`config.mk`:
```
export PLATFORM = sky130hd
export DESIGN_NAME = serial_add_ctrl
export DESIGN_NICKNAME = d
export VERILOG_FILES = /design/src/rtl/serial_add_ctrl.sv
export SDC_FILE = /design/constraint.sdc
export NUM_CORES = 1
export LEC_CHECK = 0
export BUFFER_PORTS_ARGS = -buffer_cell sky130_fd_sc_hd__buf_2
export CORE_MARGIN = 8
export CORE_UTILIZATION = 42
export CTS_CLUSTER_DIAMETER = 40
export DETAILED_ROUTE_END_ITERATION = 6
export GPL_TIMING_DRIVEN = 0
export RECOVER_POWER = 50
export REMOVE_ABC_BUFFERS = 1
export SLEW_MARGIN = 20
export SYNTH_ARGS = -nofsm -noshare
export SYNTH_HDL_FRONTEND = slang
export SYNTH_SLANG_ARGS = --single-unit
```
`constraint.sdc`:
```
create_clock -name clk -period 2.6 [get_ports clk]
set_input_delay 0.65 -clock clk [delete_from_list [all_inputs] [get_ports clk]]
set_output_delay 0.65 -clock clk [all_outputs]
set_load 0.05 [all_outputs]
```
`src/rtl/serial_add_ctrl.sv`:
```
// Bit-serial adder/subtractor: one full-adder cell processes one operand bit per cycle, LSB first.
// Optional signed-overflow tracking is built only when SERIAL_ADD_OVF_EN is defined.
module serial_add_ctrl #(
  parameter int unsigned N = 16
) (
  input  logic         clk,
  input  logic         rst,
  input  logic         start,
  input  logic         op,
  input  logic [N-1:0] a,
  input  logic [N-1:0] b,
  input  logic         c_in,
  output logic         ready,
  output logic         busy,
  output logic         done,
  output logic [N-1:0] sum,
  output logic         c_out,
  output logic         overflow
);

  localparam int unsigned CntW = $clog2(N);
  localparam logic [CntW-1:0] CntLast = CntW'(N - 1);

  typedef enum logic [1:0] {
    StIdle,
    StRun,
    StDone
  } state_e;

  state_e        state_q, state_d;
  logic [N-1:0]  a_q, a_d;
  logic [N-1:0]  b_q, b_d;
  logic          carry_q, carry_d;
  logic [CntW-1:0] cnt_q, cnt_d;
  logic [N-1:0]  shift_q, shift_d;
  logic [N-1:0]  sum_q, sum_d;
  logic          c_out_q, c_out_d;

  logic a_bit, b_bit, fa_sum, fa_carry, last_bit;

  // The single full-adder cell shared by every bit position.
  always_comb begin
    a_bit    = a_q[cnt_q];
    b_bit    = b_q[cnt_q];
    fa_sum   = a_bit ^ b_bit ^ carry_q;
    fa_carry = (a_bit & b_bit) | (carry_q & (a_bit ^ b_bit));
    last_bit = (cnt_q == CntLast);
  end

  always_comb begin
    state_d = state_q;
    a_d     = a_q;
    b_d     = b_q;
    carry_d = carry_q;
    cnt_d   = cnt_q;
    shift_d = shift_q;
    sum_d   = sum_q;
    c_out_d = c_out_q;
    unique case (state_q)
      StIdle: begin
        if (start) begin
          // Subtract is a + ~b + 1, so invert b and seed the carry with 1.
          a_d     = a;
          b_d     = op ? ~b : b;
          carry_d = op ? 1'b1 : c_in;
          cnt_d   = '0;
          shift_d = '0;
          state_d = StRun;
        end
      end
      StRun: begin
        carry_d = fa_carry;
        shift_d = {fa_sum, shift_q[N-1:1]};
        cnt_d   = cnt_q + CntW'(1);
        if (last_bit) begin
          cnt_d   = '0;
          sum_d   = {fa_sum, shift_q[N-1:1]};
          c_out_d = fa_carry;
          state_d = StDone;
        end
      end
      StDone: begin
        state_d = StIdle;
      end
      default: begin
        state_d = StIdle;
      end
    endcase
  end

  always_ff @(posedge clk) begin
    if (rst) begin
      state_q <= StIdle;
      a_q     <= '0;
      b_q     <= '0;
      carry_q <= 1'b0;
      cnt_q   <= '0;
      shift_q <= '0;
      sum_q   <= '0;
      c_out_q <= 1'b0;
    end else begin
      state_q <= state_d;
      a_q     <= a_d;
      b_q     <= b_d;
      carry_q <= carry_d;
      cnt_q   <= cnt_d;
      shift_q <= shift_d;
      sum_q   <= sum_d;
      c_out_q <= c_out_d;
    end
  end

`ifdef SERIAL_ADD_OVF_EN
  logic ovf_q;

  // Signed overflow: carry into the MSB differs from carry out of it.
  always_ff @(posedge clk) begin
    if (rst) begin
      ovf_q <= 1'b0;
    end else if (state_q == StRun && last_bit) begin
      ovf_q <= carry_q ^ fa_carry;
    end
  end

  assign overflow = ovf_q;
`else
  assign overflow = 1'b0;
`endif

  assign ready = (state_q == StIdle);
  assign busy  = (state_q == StRun);
  assign done  = (state_q == StDone);
  assign sum   = sum_q;
  assign c_out = c_out_q;

endmodule

```
# Word level (Yosys, flattened, before mapping)
# Cells that the tools add are included.
# Widths: inputs -> output; s select.
# totals
register_bits,72
in_bits,37
out_inout_bits,21
# classes
add_sub_neg,1
n_lt_le_gt_ge,1
eq_ne,5
n_mux,16
bitwise,6
reduce_logical,6
# ops
cell,count
$mux 16,2
$pmux 16 s2,1
$not 16->16,1
$bmux 1 s4,2
$mux 4,2
$pmux 4 s2,1
$reduce_and 2->1,4
$lt 4x5->1 const B,1
$add 4x1->4 const B,1
$eq 4x4->1 const B,1
$mux 1,4
$mux 2,2
$pmux 2 s2,1
$and 1x1->1,2
$eq 2x1->1 const B,1
$eq 2x2->1 const B,1
$logic_not 2->1,1
$ne 2x1->1 const B,1
$ne 2x2->1 const B,1
$pmux 1 s2,1
$reduce_bool 2->1,1
$xor 1x1->1,2
$or 1x1->1,1

# Logic depth before layout (Yosys ltp)
# Gate-level depths: netlist (run 1).
# logic_depth
ltp_word,6
ltp_mapped,7

# Worst setup path after synthesis (run 1)
# Ideal clock, no wire load.
# synth_path
path_type,register -> register
start,reg cnt_q[1]
end,reg sum_q[15] (netlist: sum[15])
setup_time_ps,70
arrival_time_ps,1919
required_ps,2530
setup_slack_ps,611
stages_incl_launch_ff,8
period_less_slack_ps,1989
path_cell_list,dfxtp_1 buf_2 mux4_2 mux2i_1 a21oi_1 fa_1 nand3_1 a21oi_1
# synth_via
elab_chain_cells,4
# synth_rtl
element,line,source
from (decl),34,"logic [CntW-1:0] cnt_q, cnt_d;"
from (signal assigned),106,cnt_q <= cnt_d;
"$bmux 1 s4, on equally long branches","43, 44",
"$mux 1, on equally long branches","43, 44",
$xor 1x1->1 * (2 in series),45,fa_sum = a_bit ^ b_bit ^ carry_q;
net fa_sum,39,"logic a_bit, b_bit, fa_sum, fa_carry, last_bit;"
to (signal assigned),108,sum_q <= sum_d;
to (decl),36,"logic [N-1:0] sum_q, sum_d;"
# Mark *: on every way through the listed nets, which the timed path passes. The rest lies on a longest branch. The select of a mux whose other input is x is not followed.
# A chain may end at the register's enable or synchronous reset.

# Final worst setup path (run 1)
# layout_path
start,reg state_q[0]
end,out busy
# layout_via
elab_chain_cells,1
# layout_rtl
element,line,source
from (decl),30,"state_e state_q, state_d;"
from (signal assigned),93,state_q <= StIdle;
from (signal assigned),102,state_q <= state_d;
$eq 2x1->1,131,assign busy = (state_q == StRun);
to (decl),14,"output logic busy,"
# Every way passes these cells.

==> results_dict.tcl, run 1 <==
set metrics [dict create \
    finalHoldViolations 0 \
    critPathLaunchType "flop" \
    antenna_found_initial 0 \
    synth-seq-cells 71 \
    period_share_pct 89.4 \
    layout_setup_ws_ns 0.276 \
    r2r_setup_slack_ns 0.30 \
    seq_area_um2 1420 \
    hp-start "a_q[5]" \
    netlist_top_cells_area "dfxtp_1 45%, a21oi_1 8.7%, nand2_1 6.2%, mux4_2 5.7%, xnor2_1 4.4%" \
    wire_per_inst_um 13.4 \
    grt_max_degree 72 \
    r2r-end "sum[15]" \
    setup_viol 0 \
    grt_pass1_wl_mm 10.5 \
    io_buffers 56 \
    wl_met2_mm 3.00 \
    rsz0062_at_grt "false" \
    clk_path_buf_depth 2 \
    drtIter0Drc 120 \
    numCtsBuffers 9 \
    min_period_ns 2.32 \
    finalInstanceArea_um2 3540 \
    cp.arrival_ns 1.67 \
    dieArea_um2 10500 \
    status "finished, final reports clean" \
    synth_xor_area_share_pct 4.44 \
    critPathMaxFanout 19 \
    ir_drop_mv 0.280 \
    fin_cells 487 \
    fin_skew_ns 0.00775 \
    vias_per_cell 5.01 \
    cp.required_ns 1.95 \
    htreeDepth 3 \
    area_growth_pct 12.2 \
    synth_top_cell_area_share_pct 45.0 \
    route.detailed.drc 0 \
    p_int_uw 1700 \
    fmax_mhz 430 \
    multiInputGateArea_um2 1520 \
    comb_power_share_pct 10.5 \
    cts_tree "yes" \
    synth.area.mux_share_pct 6.34 \
    synthSimpleGateAreaFrac_pct 18.6 \
    vias 2438 \
    top_layer "met4" \
    yosysUniqueCellTypes 40 \
    ios 58 \
    synth_top_family_by_area "simple AND/OR/NAND/NOR gates" \
    cts_root_buf "clkbuf_8" \
    routed_wl_mm 6.54 \
    grt.total_usage_pct 12.7 \
    clk_pin_slew_ns 0.07 \
    drv_slew 0 \
    grt_pass1_vias 2327 \
    endpoint "busy" \
    dpl-instance-area_um2 3380 \
    pwr_density_cell_nw_per_um2 638 \
    clockPowerShare_pct 38.1 \
    synth_compound_area_share_pct 17.6 \
    synth-async-reset-ratio_pct 0 \
    drive_above_1_share_pct 21.1 \
    design.core.area_um2 7250 \
    crit_start "state_q[0]" \
    drv_cap 0 \
    path_class "reg2out" \
    die_y_um 103 \
    rows 31 \
    r2r-start "cnt_q[1]" \
    floorplan.initialDensity_pct 43.5 \
    ys_seq_area_share_pct 45.0 \
    syn_avg_cell_area_um2 9.09 \
    clkSinkCount 71 \
    hpwl_mm 4.29 \
    fin_nets 422 \
    first_pass_iters 4 \
    clock_latency_ns 0.34 \
    ant_nets 0 \
    holdBufCountCts 0 \
    slew_headroom_pct 5.23 \
    fin_util_pct 48.8 \
    overflow 0 \
    synth_edf_count 0 \
    placedCellCount 471 \
    diodes 0 \
    synth_top_area_cell "dfxtp_1" \
    critPathCaptureType "primary output" \
    swShare_pct 24.9 \
    r2r_cells 6 \
    hold_class "reg2reg" \
    dieWidth_um 103 \
    synthCells 347 \
    switchingPower_uw 562 \
    netlist_area_um2 3160 \
    drt-met1-wl_mm 3.10 \
    wl_met3_um 392 \
    worst-slew-pin-transition_ns 1.42 \
    gp_congestion 0.717 \
    yosys.area_share.adder_pct 1.03 \
    yosysWarnings 0 \
    fillerInstances 758 \
    synth_ff_type "dfxtp_1" \
    leakage_uw 0.00122 \
    place_ws_ns 0.0594 \
    sequentialPowerShare_pct 51.4 \
]
[critical path, cell delays in order, from the launching register on]
cell	delay, ns
dfxtp_1	0.52
nand2b_4	0.25
inv_4	0.25
buf_2	0.30
[power by group through the flow]
| stage | registers (uW) | logic [uW] | clock network (uW) |
|---|---|---|---|
| after floorplan | 1180 | 157 | 0 |
| after global placement | 1180 | 238 | 0 |
| after detailed placement | 1190 | 244 | 0 |
| after CTS | 1160 | 244 | 879 |
| after global routing | 1170 | 265 | 924 |
| final | 1160 | 237 | 860 |
[placed cells by master, fill, tap and decap left out, drive strengths merged, types with 2 or more instances in the layout]
| master | instances |
|---|---|
| clkbuf | 30 |
| nor3b | 2 |
| a21oi | 56 |
| o21ai | 19 |
| nand2 | 52 |
| a211oi | 16 |
| mux2i | 2 |
| buf | 40 |
| mux4 | 8 |
| nand2b | 2 |
| dfxtp | 71 |
| clkinv | 3 |
| nand3 | 33 |
| nor2 | 17 |
| nand3b | 2 |
| xnor2 | 16 |
| o22ai | 2 |
[state kept, by name (all words and copies together) (netlist names)]
register and count:
carry_q 1, b_q 16, state_q 2, a_q 16, sum 16, cnt_q 4
c_out 1, shift_q 15
[through the flow]
step,setup TNS (ns),hold slack [ns],power [uW]
6_report,0,0.454,2260
5_1_grt,0,0.473,2360
4_1_cts,0,0.455,2290
3_5_place_dp,0,0.446,1430
3_3_place_gp,-18.19,0.441,1420
2_1_floorplan,-0.000737,0.427,1330
[worst min-delay path by stage]
stage                    to  slack [ns]  cells after the start
floorplan           a_q[12]        0.43                      2
global placement     a_q[9]        0.44                      2
global route        a_q[15]        0.47                      2
detailed placement  a_q[14]        0.45                      2
finish               a_q[5]        0.45                      2
CTS                 a_q[14]        0.46                      2
[routing by layer]
| layer | vias up | track usage, % |
|---|---|---|
| met5 | - | 0 |
| met4 | 0 | 3.72 |
| met3 | 6 | 4.39 |
| met2 | 49 | 20.7 |
| met1 | 1105 | 15.3 |
| li1 | 1278 | - |
[Yosys cell counts, types with 2 or more instances]
library cell  number
dfxtp_1           71
mux4_2             8
nand3_2           12
buf_4              7
clkbuf_1           9
nand2_1           52
nand3_1           21
o21ai_0           19
o22ai_1            2
nand2b_1           2
nor2_1            17
a211oi_1          16
buf_2              9
xnor2_1           16
mux2i_1            2
buf_6              6
a21oi_1           55
[layout make-up]
type                            instances  area share (%)
Sequential cell                        71            40.2
Inverter                                1           0.177
Tap cell                               99            3.50
Multi-Input combinational cell        242            42.9
Timing Repair Buffer                   58            7.85
Clock buffer                           12            4.10
Clock inverter                          4            1.27
[logic make-up (layout without fill, tap and decap cells)]
| family | Yosys count | count (layout) |
|---|---|---|
| DFF | 71 | 71 |
| other | 1 | 1 |
| buffers and inverters | 34 | 75 |
| adders and majority gates | 2 | 2 |
| AOI/OAI and AO/OA | 98 | 98 |
| xor gates and xnor gates | 16 | 16 |
| and+or+nand+nor | 115 | 115 |
| muxes | 10 | 10 |
[timing repair]
item | CTS | global route
resized for setup | 1 | 2
buffers inserted | 0 | 0
endpoints found under the hold margin | 0 | 0
setup endpoints to repair | 1 | 2
cloned | 0 | 0
Note: power is estimated with default switching activity, not from simulation.
==> inputs of run 2 (changes only) <==
Settings changed: CORE_UTILIZATION 42 to 55, PLACE_DENSITY set to 0.79.
==> results_dict.tcl, run 2 (synthesis gave the netlist of run 1 again) <==
set metrics [dict create \
    dieArea_um2 8420 \
    drv_cap 0 \
    met3_usage_pct 4.73 \
    clk_path_buf_depth 2 \
    cts_root_buf "clkbuf_8" \
    r2r_cells 6 \
    layout_setup_ws_ns 0.123 \
    place_ws_ns 0.0539 \
    diodes 0 \
    critPathMaxFanout 11 \
    vias_per_cell 5.47 \
    floorplan.initialDensity_pct 57.0 \
    crit_path_top_delay_cell "dfxtp_1" \
    drv_slew 0 \
    critPathLaunchType "flop" \
    grt_pass1_wl_mm 10.7 \
    ios 58 \
    grt.total_usage_pct 15.5 \
    cp.arrival_ns 2.74 \
    grt_max_degree 72 \
    crit_chain "mux4_2, o22ai_1, a21oi_1, fa_1, nand3_1, a21oi_1" \
    hold_path_end "a_q[8]" \
    busiest_layer "met2" \
    use_met1_pct 18.1 \
    ir_drop_mv 0.499 \
    route.detailed.drc 0 \
    clkSinkCount 71 \
    hold_class "reg2reg" \
    vias 2518 \
    dpl-instance-area_um2 3350 \
    rows 27 \
    routed_wl_mm 6.61 \
    area_growth_pct 11.8 \
    post_cts_resized 1 \
    fmax_mhz 404 \
    period_share_pct 95.3 \
    finalHoldViolations 0 \
    overflow 0 \
    grt.met2_usage_pct 25.7 \
    path_common_cell "a21oi_1" \
    layout_common_cells "71 x dfxtp_1, 55 x a21oi_1, 52 x nand2_1" \
    critPathMaxStageDelay_ns 0.71 \
    setup_viol 0 \
    wire_per_inst_um 14.4 \
    grt_pass1_vias 2357 \
    htreeDepth 3 \
    pwr_density_cell_nw_per_um2 646 \
    io_buffers 56 \
    slew_headroom_pct 6.62 \
    fillerInstances 494 \
    gp_congestion 0.736 \
    tns_ns 0 \
    die_y_um 91.7 \
    critPathCaptureType "flop" \
    r2r-start "cnt_q[0]" \
    fin_skew_ns 0.00958 \
    rsz0062_at_grt "false" \
    r2r-end "sum[15]" \
    post_cts_buffers 0 \
    clock_latency_ns 0.34 \
    clk_pin_slew_ns 0.08 \
    first_pass_iters 4 \
    whs_ns 0.454 \
    r2r_setup_slack_ns 0.12 \
    holdPathStages 2 \
    hp-start "a_q[8]" \
    design.core.area_um2 5540 \
    leakage_uw 0.00123 \
    drtIter0Drc 204 \
    status "finished, final reports clean" \
    fin_cells 460 \
    numCtsBuffers 9 \
    placedCellCount 444 \
    holdBufCountCts 0 \
    final_common_cell "dfxtp_1" \
    worst-slew-pin-transition_ns 1.40 \
    drive_above_1_share_pct 21.1 \
    dieWidth_um 91.7 \
    cts_tree "yes" \
    hpwl_mm 4.25 \
    cp.required_ns 2.87 \
    path_class "reg2reg" \
    min_period_ns 2.48 \
    antenna_found_initial 0 \
    ant_nets 0 \
    fin_nets 422 \
    finalInstanceArea_um2 3530 \
]
[run 2: routing by layer]
layer | up-vias | part of all wire [%]
met5 | - | 0
met4 | 0 | 2.3
met3 | 14 | 4.3
met2 | 63 | 50
met1 | 1156 | 43
li1 | 1285 | -
[run 2: critical path: cells and delay by family (launching register included)]
family / cells / cell delay [ns]
simple gates: 1 / 0.10
compound gates: 3 / 0.45
mux: 1 / 0.59
flops: 1 / 0.71
fa+ha+maj: 1 / 0.56
[run 2: worst max-delay path by stage]
stage / to / slack [ns] / cells after the start / from
final: sum[15] / 0.12 / 6 / cnt_q[0]
after detailed placement: busy / 0.05 / 3 / state_q[0]
after global placement: carry_q / -0.76 / 4 / start
after global routing: sum[15] / 0.03 / 6 / cnt_q[0]
after floorplan: carry_q / -0.0007 / 3 / start
after CTS: busy / 0.02 / 3 / state_q[0]
[run 2: final cells by class]
cell class                      instances  area (um2)  share of cell area (%)
Tap cell                               72        90.1                    2.55
Sequential cell                        71        1420                    40.3
Clock inverter                          5        57.6                    1.63
Multi-Input combinational cell        242        1520                    43.1
Inverter                                1        6.26                   0.177
Timing Repair Buffer                   58         292                    8.27
Clock buffer                           11         141                    4.01
[run 2: power breakdown]
group          total, uW  switching, uW  internal (uW)  leakage (uW)
sequential          1160           31.5           1130      0.000579
clock                870            400            470      0.000103
combinational        246            142            104      0.000544
total               2280            574           1700       0.00123
[run 2: per-stage QoR]
stage                     power (uW)  utilization (%)
after floorplan                 1330                -
after global placement          1420             59.8
after detailed placement        1430             60.5
after CTS                       2290             64.2
after global routing            2380             63.7
final                           2280             63.7
==> inputs of run 3 (changes only) <==
Settings changed: CTS_CLUSTER_DIAMETER 40 to 60.
Clock period 2.6 ns to 2.5 ns, I/O delays scaled along.
==> results_dict.tcl, run 3 (synthesis gave the netlist of run 1 again) <==
set metrics [dict create \
    status "finished, final reports clean" \
    worst-slew-pin-transition_ns 1.37 \
    ant_nets 0 \
    switchingPower_uw 590 \
    clockPowerShare_pct 38.1 \
    vias_per_cell 5.48 \
    min_period_ns 2.30 \
    io_buffers 56 \
    fin_skew_ns 0.00866 \
    setup_viol 0 \
    wl_met2_mm 3.28 \
    dpl-instance-area_um2 3350 \
    rsz0062_at_grt "false" \
    floorplan.initialDensity_pct 57.0 \
    overflow 0 \
    grt_max_degree 72 \
    rows 27 \
    whs_ns 0.454 \
    fin_util_pct 63.7 \
    hpwl_mm 4.25 \
    ios 58 \
    design.core.area_um2 5540 \
    antenna_found_initial 0 \
    finalHoldViolations 0 \
    fin_nets 422 \
    swShare_pct 25.0 \
    wl_met3_um 328 \
    comb_power_share_pct 10.8 \
    numCtsBuffers 9 \
    routed_wl_mm 6.47 \
    pwr_density_cell_nw_per_um2 669 \
    clk_path_buf_depth 2 \
    layout_setup_ws_ns 0.200 \
    drt-met1-wl_mm 2.77 \
    drv_cap 0 \
    wire_per_inst_um 14.1 \
    p_int_uw 1770 \
    vias 2519 \
    clk_pin_slew_ns 0.08 \
    finalInstanceArea_um2 3530 \
    dieArea_um2 8420 \
    grt_pass1_wl_mm 10.8 \
    drv_slew 0 \
    cp.arrival_ns 2.56 \
    clock_latency_ns 0.33 \
    leakage_uw 0.00123 \
    place_ws_ns -0.0211 \
    htreeDepth 3 \
    cts_root_buf "clkbuf_8" \
    path_class "reg2reg" \
    period_share_pct 92.0 \
    drtIter0Drc 205 \
    layout_common_cells "69 x dfxtp_1, 55 x a21oi_1, 52 x nand2_1" \
    drive_above_1_share_pct 21.6 \
    diodes 0 \
    clkSinkCount 71 \
    hold_class "reg2reg" \
    slew_headroom_pct 8.95 \
    cp.required_ns 2.77 \
    area_growth_pct 11.9 \
    die_y_um 91.7 \
    first_pass_iters 4 \
    holdBufCountCts 0 \
    cts_tree "yes" \
    gp_congestion 0.736 \
    sequentialPowerShare_pct 51.2 \
    dieWidth_um 91.7 \
    route.detailed.drc 0 \
    grt.total_usage_pct 15.4 \
    ir_drop_mv 0.513 \
    grt_pass1_vias 2361 \
    critPathCaptureType "flop" \
    critPathMaxFanout 14 \
    fmax_mhz 435 \
    top_layer "met4" \
    final_common_cell "dfxtp_1" \
    critPathLaunchType "flop" \
]
run 3: final cells by class:
class,count,area [um2]
Tap cell,72,90.1
Clock buffer,11,141
Fill cell,491,2010
Timing Repair Buffer,58,292
Sequential cell,71,1420
Clock inverter,5,57.6
Multi-Input combinational cell,242,1520
Inverter,1,6.26
run 3: path summary, 6_finish.rpt:
kind | start | end | slack [ns] | cells past startpoint
worst max-delay path | cnt_q[2] | sum[15] | 0.20 | 6
worst min-delay path | a_q[8] | a_q[8] | 0.45 | 2
worst max register to register | cnt_q[2] | sum[15] | 0.20 | 6
worst min register to register | a_q[8] | a_q[8] | 0.45 | 2
run 3: stage by stage:
step                power (uW)  setup TNS, ns  instances
global placement          1470         -18.19        442
finish                    2360              0        460
CTS                       2390              0        460
global route              2480              0        460
floorplan                 1390        -0.0757        314
detailed placement        1490        -0.0211        444
run 3: metal layers:
metal | global-route usage, % | vias up
li1 | - | 1285
met2 | 25.5 | 66
met1 | 18.2 | 1162
met3 | 4.73 | 6
met4 | 6.58 | 0
met5 | 0 | -
run 3: repair_timing:
action,CTS,global route
gates resized for setup,2,2
buffers inserted,0,0
setup endpoints to repair,1,2
run 3: power by group through the flow:
stage,registers (uW),clock network [uW],logic (uW)
floorplan,1220,0,163
global placement,1230,0,242
detailed placement,1230,0,255
CTS,1210,919,258
global route,1210,981,283
finish,1210,900,254
run 3: worst max-delay path: stages (launching register included):
cell	delay (ns)
dfxtp_1	0.70
mux4_2	0.40
mux2i_1	0.19
a21oi_1	0.12
fa_1	0.56
nand3_1	0.10
a21oi_1	0.16
